===== config.mk =====
export PLATFORM = sky130hd
export DESIGN_NAME = align_pp_multilane
export DESIGN_NICKNAME = d
export VERILOG_FILES = /design/src/rtl/align_pp_multilane.sv
export SDC_FILE = /design/constraint.sdc
export NUM_CORES = 1
export LEC_CHECK = 0
export BUFFER_PORTS_ARGS = -buffer_cell sky130_fd_sc_hd__buf_2
export CAP_MARGIN = 20
export CORE_ASPECT_RATIO = 1.2
export CORE_MARGIN = 5
export CORE_UTILIZATION = 30
export CTS_BUF_LIST = sky130_fd_sc_hd__clkbuf_4 sky130_fd_sc_hd__clkbuf_8 sky130_fd_sc_hd__clkbuf_16
export DETAILED_ROUTE_END_ITERATION = 10
export PLACE_DENSITY = 0.52
export SLEW_MARGIN = 10
export SYNTH_ARGS = -nofsm -noshare
export SYNTH_HDL_FRONTEND = slang
export SYNTH_SLANG_ARGS = --single-unit

===== constraint.sdc =====
create_clock -name i_clk -period 5.1 [get_ports i_clk]
set_input_delay 1.02 -clock i_clk [delete_from_list [all_inputs] [get_ports i_clk]]
set_output_delay 1.02 -clock i_clk [all_outputs]
set_load 0.05 [all_outputs]

===== src/rtl/align_pp_multilane.sv =====
// Multi-lane partial-product aligner: per-lane right shift to a common exponent with
// sticky collection, then sign-magnitude to two's-complement, in a two-stage elastic pipe.
module align_pp_multilane #(
  parameter int unsigned LANES   = 4,
  parameter int unsigned MAN_W   = 3,
  parameter int unsigned EXP_W   = 6,
  parameter int unsigned ALIGN_W = 14,
  parameter int unsigned QF_W    = 5
) (
  input  logic                           i_clk,
  input  logic                           i_rst_n,
  input  logic                           i_valid,
  output logic                           o_ready,
  input  logic [LANES*(MAN_W+1)-1:0]     i_pp,
  input  logic [LANES*EXP_W-1:0]         i_exp,
  input  logic [EXP_W-1:0]               i_max_exp,
  input  logic [QF_W-1:0]                i_Q_frac,
  output logic                           o_valid,
  input  logic                           i_ready,
  output logic [LANES*(ALIGN_W+1)-1:0]   o_align_pp,
  output logic [LANES-1:0]               o_sticky,
  output logic [LANES-1:0]               o_exp_err,
  output logic [EXP_W-1:0]               o_max_exp,
  output logic [QF_W-1:0]                o_Q_frac
);

  localparam int unsigned      PP_W      = MAN_W + 1;
  localparam int unsigned      WIDE_W    = 2 * ALIGN_W;
  localparam logic [EXP_W:0]   ALIGN_LIM = (EXP_W+1)'(ALIGN_W);
  localparam logic [ALIGN_W:0] ONE       = {{ALIGN_W{1'b0}}, 1'b1};

  // Stage 1 registers
  logic                           v1_q, v1_d;
  logic [LANES-1:0][ALIGN_W-1:0]  mag_q, mag_d;
  logic [LANES-1:0]               sign_q, sign_d;
  logic [LANES-1:0]               sticky1_q, sticky1_d;
  logic [LANES-1:0]               err1_q, err1_d;
  logic [EXP_W-1:0]               max1_q, max1_d;
  logic [QF_W-1:0]                qf1_q, qf1_d;

  // Stage 2 registers
  logic                           v2_q, v2_d;
  logic [LANES-1:0][ALIGN_W:0]    align_q, align_d;
  logic [LANES-1:0]               sticky2_q, sticky2_d;
  logic [LANES-1:0]               err2_q, err2_d;
  logic [EXP_W-1:0]               max2_q, max2_d;
  logic [QF_W-1:0]                qf2_q, qf2_d;

  logic                           load1, load2, accept;
  logic [LANES-1:0][EXP_W:0]      diff;
  logic [LANES-1:0][WIDE_W-1:0]   wide;
  logic [LANES-1:0][MAN_W-1:0]    man_in;

  assign load2   = !v2_q || i_ready;
  assign load1   = !v1_q || load2;
  assign o_ready = load1;
  assign accept  = i_valid && load1;

  // Stage 1: the shifter works on a double-width word so that the low half
  // holds exactly the bits that fell below the LSB.
  always_comb begin
    v1_d      = v1_q;
    mag_d     = mag_q;
    sign_d    = sign_q;
    sticky1_d = sticky1_q;
    err1_d    = err1_q;
    max1_d    = max1_q;
    qf1_d     = qf1_q;
    diff      = '0;
    wide      = '0;
    man_in    = '0;
    if (load1) begin
      v1_d = i_valid;
    end
    for (int unsigned l = 0; l < LANES; l++) begin
      man_in[l] = i_pp[l*PP_W +: MAN_W];
      diff[l]   = {1'b0, i_max_exp} - {1'b0, i_exp[l*EXP_W +: EXP_W]};
      wide[l]   = {man_in[l], {(WIDE_W-MAN_W){1'b0}}} >> diff[l];
      if (accept) begin
        sign_d[l] = i_pp[l*PP_W + MAN_W];
        if (diff[l][EXP_W]) begin
          err1_d[l]    = 1'b1;
          mag_d[l]     = '0;
          sticky1_d[l] = 1'b0;
        end else if (diff[l] >= ALIGN_LIM) begin
          err1_d[l]    = 1'b0;
          mag_d[l]     = '0;
          sticky1_d[l] = |man_in[l];
        end else begin
          err1_d[l]    = 1'b0;
          mag_d[l]     = wide[l][WIDE_W-1 -: ALIGN_W];
          sticky1_d[l] = |wide[l][ALIGN_W-1:0];
        end
      end
    end
    if (accept) begin
      max1_d = i_max_exp;
      qf1_d  = i_Q_frac;
    end
  end

  // Stage 2: negation of a zero magnitude wraps back to zero, so no negative zero.
  always_comb begin
    v2_d      = v2_q;
    align_d   = align_q;
    sticky2_d = sticky2_q;
    err2_d    = err2_q;
    max2_d    = max2_q;
    qf2_d     = qf2_q;
    if (load2) begin
      v2_d = v1_q;
    end
    if (load2 && v1_q) begin
      for (int unsigned l = 0; l < LANES; l++) begin
        align_d[l] = sign_q[l] ? (~{1'b0, mag_q[l]}) + ONE : {1'b0, mag_q[l]};
      end
      sticky2_d = sticky1_q;
      err2_d    = err1_q;
      max2_d    = max1_q;
      qf2_d     = qf1_q;
    end
  end

  always_ff @(posedge i_clk or negedge i_rst_n) begin
    if (!i_rst_n) begin
      v1_q      <= 1'b0;
      mag_q     <= '0;
      sign_q    <= '0;
      sticky1_q <= '0;
      err1_q    <= '0;
      max1_q    <= '0;
      qf1_q     <= '0;
      v2_q      <= 1'b0;
      align_q   <= '0;
      sticky2_q <= '0;
      err2_q    <= '0;
      max2_q    <= '0;
      qf2_q     <= '0;
    end else begin
      v1_q      <= v1_d;
      mag_q     <= mag_d;
      sign_q    <= sign_d;
      sticky1_q <= sticky1_d;
      err1_q    <= err1_d;
      max1_q    <= max1_d;
      qf1_q     <= qf1_d;
      v2_q      <= v2_d;
      align_q   <= align_d;
      sticky2_q <= sticky2_d;
      err2_q    <= err2_d;
      max2_q    <= max2_d;
      qf2_q     <= qf2_d;
    end
  end

  assign o_valid    = v2_q;
  assign o_align_pp = align_q;
  assign o_sticky   = sticky2_q;
  assign o_exp_err  = err2_q;
  assign o_max_exp  = max2_q;
  assign o_Q_frac   = qf2_q;

endmodule

==> run summary <==
Fin util: 0.361
Yosys warning count: 0
Total global routing track utilization: 0.144
Die Wd: 166 um
Type of the setup path with the least slack: input port to register
Delay contributed by the slowest stage of the critical path: 0.42 ns
Clock-pin slew on the worst setup and hold paths: 0.06 ns
Number of H-tree branching levels: 4
CORE AREA: 28,800 um2
Kind of start point of the critical path: input port
Post-synth EDFFs: 0
Via total after detailed routing: 7,033
Sum of overflow across all layers after global routing: 0
Sort of element at the end of the critical path: register
Maximum fanout along the worst path: 8
Top delay family on crit path: simple AND/OR/NAND/NOR gates
HP Class: register to register
Total count of hold-check failures in the final report: 0
Leakage power figure: 4.96 nW
Largest area contributor in the synthesized netlist: sky130_fd_sc_hd__dfrtp_1
Setup violations, final: 0
First DRT Iteration DRCs: 446
Number of synthesized register bits: 160
Cell types occupying the most area after synthesis: sky130_fd_sc_hd__dfrtp_1, sky130_fd_sc_hd__nand2_1, sky130_fd_sc_hd__o21ai_0
Number of buffers inserted during clock tree synthesis: 17
Buf+Inv Stages, Crit Path: 3
Max-slew violation count: 0
Share of synthesized flip-flops with an asynchronous set or reset: 1.00
Sinks on the clock net: 160
Final worst clock skew: 0.0130 ns
Starting density of the core: 0.304
Total negative slack: 0 ns
Via count of the first global-routing pass: 7,079
Cell mode on critical path: sky130_fd_sc_hd__inv_1
Area of the mapped netlist: 8760 um2
Post-DR vias/cell: 4.80
Max Buffers Root-to-Sink: 2
Clock latency reported for the late side of the worst-skew pair: 0.43 ns
Most used flip-flop cell after synthesis: sky130_fd_sc_hd__dfrtp_1
Die span in y: 197 um
TritonCTS clock tree: done
Result of the run: complete, no violations
Number of setup buffers added after CTS: 0
Number of top-level design ports: 136
Syn-to-layout area delta: 18.7%
Filler Cells Inserted: 3,031
Count of max-cap constraint violations: 0
Post-route fraction of the period consumed by the critical path: 0.684
Unrepaired setup endpoints after global routing: no
Routability Congestion: 0.809
Sequential element share of the synthesized area: 0.457
Net count reported at finish: 1,154
Pin count of the biggest net entering global routing: 125
Floorplan die area: 32,700 um2
Worst slew margin: 0.370
Worst-path cell chain: buf_2, inv_1, ha_1, inv_1, fa_1, a211oi_1, o211ai_1, o311a_1, nor3_2, nor3b_2, and2b_1, a32o_1
Cell type of the slowest stage on the worst timing path: sky130_fd_sc_hd__fa_1
Hold buffer count at cts: 0
CTS root buf: sky130_fd_sc_hd__clkbuf_16
Area share of the largest cell type after synthesis: 0.457
Actual transition at the worst max-transition pin: 0.941 ns
Antenna violations before repair: 7
DRC errors left: 0
Post-cts repair resize count: 0
Endpoint arrival time on the critical path: 3.85 ns
Achievable frequency: 287 MHz
Half-perimeter wire length after detailed placement: 17,300 um
Routed len/inst: 15.7 um
Required time of the critical path: 5.46 ns
Total wire length: 23,100 um
Pre-Repair DR Iteration Count: 5
Power Density: 350 nW/um2
Rows: 68
Mean cell area of the mapped netlist: 9.28 um2
Count of unique library cells instantiated by Yosys: 65
Count of mapped cells out of synthesis: 944
Time the worst path needs with I/O delays and setup: 3.49 ns
Syn_nets: 1,031
Global-route wire length before repair: 38,300 um
Antenna Violating Nets Remaining: 0
IR Drop Worst-Case VDD: 218 uV
Buffers added on ports: 135
Ratio of cells with drive above 1 in the final layout: 0.191
-- per-stage QoR --
stage / setup WS [ns] / instances / hold slack, ns / area, um2 / power [W]
3_3_place_gp: 1.25 / 1433 / 0.454 / 9820 / 0.00241
3_5_place_dp: 1.16 / 1433 / 0.459 / 9820 / 0.00242
4_1_cts: 1.60 / 1464 / 0.476 / 10400 / 0.00368
5_1_grt: 1.42 / 1465 / 0.492 / 10400 / 0.00383
6_report: 1.61 / 1466 / 0.470 / 10400 / 0.00364
2_1_floorplan: 1.79 / 944 / 0.442 / 8760 / 0.00215
-- tightest hold or removal path, stage by stage (launching register included) --
cell                      delay (ns)
sky130_fd_sc_hd__dfrtp_1        0.33
sky130_fd_sc_hd__nand2_1        0.04
sky130_fd_sc_hd__o21ai_0        0.06
-- kinds of logic (layout without fill, tap and decap cells) --
group,count (synthesis),count (layout),synth area share
and+or+nand+nor,327,327,0.171
AOI/OAI and AO/OA,242,242,0.179
DFF,160,160,0.457
buffers and inverters,88,223,0.0407
xor gates and xnor gates,63,63,0.0630
adders and majority gates,32,32,0.0492
muxes,32,32,0.0400
other,0,2,0
-- metal layers --
metal,track usage,share of wire,up-vias
met2,0.221,0.44,138
met3,0.0436,0.056,29
li1,-,-,3569
met1,0.195,0.49,3287
met5,0,0.0020,-
met4,0.0434,0.015,10
-- synth_stat cells, drive strengths merged (4+ instances only) --
| cell type | instances |
|---|---|
| a211oi | 4 |
| a21oi | 21 |
| a22o | 18 |
| a31oi | 7 |
| a32o | 6 |
| and2 | 5 |
| and3 | 4 |
| buf | 6 |
| clkbuf | 29 |
| dfrtp | 160 |
| fa | 4 |
| ha | 28 |
| inv | 51 |
| mux2 | 24 |
| mux2i | 8 |
| nand2 | 189 |
| nand2b | 14 |
| nand3 | 20 |
| nand3b | 9 |
| nor2 | 28 |
| nor2b | 10 |
| nor3 | 18 |
| nor3b | 4 |
| nor4 | 8 |
| o21a | 6 |
| o21ai | 115 |
| o22ai | 5 |
| o31ai | 23 |
| o32ai | 5 |
| o41ai | 7 |
| or3 | 4 |
| or4 | 6 |
| xnor2 | 16 |
| xor2 | 47 |
-- flip-flops by register name, summed over array words and instances (netlist names) --
register / count
o_align_pp: 60
mag_q: 56
max1_q: 6
o_max_exp: 6
o_Q_frac: 5
qf1_q: 5
err1_q: 4
o_exp_err: 4
o_sticky: 4
sign_q: 4
sticky1_q: 4
o_valid: 1
v1_q: 1
-- report_power, final --
part	total, W	switching, W	leakage, nW	internal, W
combinational	0.000936	0.000666	2.54	0.000270
clock	0.00125	0.000547	0.277	0.000706
sequential	0.00145	0.0000721	2.15	0.00138
total	0.00364	0.00128	4.96	0.00235
-- path summary, 6_finish.rpt --
check,from,endpoint,slack [ns],cells past startpoint
setup / recovery,i_max_exp[0],mag_q[25]$_DFFE_PN0P_,1.61,12
hold / removal,o_align_pp[40]$_DFFE_PN0P_,o_align_pp[40]$_DFFE_PN0P_,0.47,2
setup reg to reg,o_valid$_DFFE_PN0P_,mag_q[25]$_DFFE_PN0P_,2.66,5
hold reg to reg,o_align_pp[40]$_DFFE_PN0P_,o_align_pp[40]$_DFFE_PN0P_,0.47,2
max in group asynchronous,i_rst_n,v1_q$_DFFE_PN0N_,3.39,2
min in group asynchronous,i_rst_n,o_exp_err[0]$_DFFE_PN0P_,0.62,1
-- cell type report --
class / count / area [um2] / share of cell area
multi-input combinational: 696 / 4410 / 0.424
sequential: 160 / 4000 / 0.385
timing repair buffer: 141 / 739 / 0.0711
tap: 385 / 482 / 0.0463
clock buffer: 20 / 460 / 0.0443
inverter: 51 / 191 / 0.0184
clock inverter: 11 / 108 / 0.0104
antenna: 2 / 5.00 / 0.000481
-- placed cells by master (no fill, tap or decap), types with 9 or more instances in the layout --
cell type                   count
sky130_fd_sc_hd__o31ai_1       23
sky130_fd_sc_hd__xor2_1        47
sky130_fd_sc_hd__nand3b_1       9
sky130_fd_sc_hd__o21ai_0      112
sky130_fd_sc_hd__inv_1         50
sky130_fd_sc_hd__a21oi_1       20
sky130_fd_sc_hd__a22o_1        18
sky130_fd_sc_hd__nand3_1       20
sky130_fd_sc_hd__nand2b_1      14
sky130_fd_sc_hd__clkbuf_16     17
sky130_fd_sc_hd__nor2b_1       10
sky130_fd_sc_hd__nor3_1        17
sky130_fd_sc_hd__nand2_1      187
sky130_fd_sc_hd__ha_1          28
sky130_fd_sc_hd__dfrtp_1      160
sky130_fd_sc_hd__mux2_2        24
sky130_fd_sc_hd__xnor2_1       16
sky130_fd_sc_hd__nor2_1        28
sky130_fd_sc_hd__buf_2        134
(Power assumes the default switching activity.)
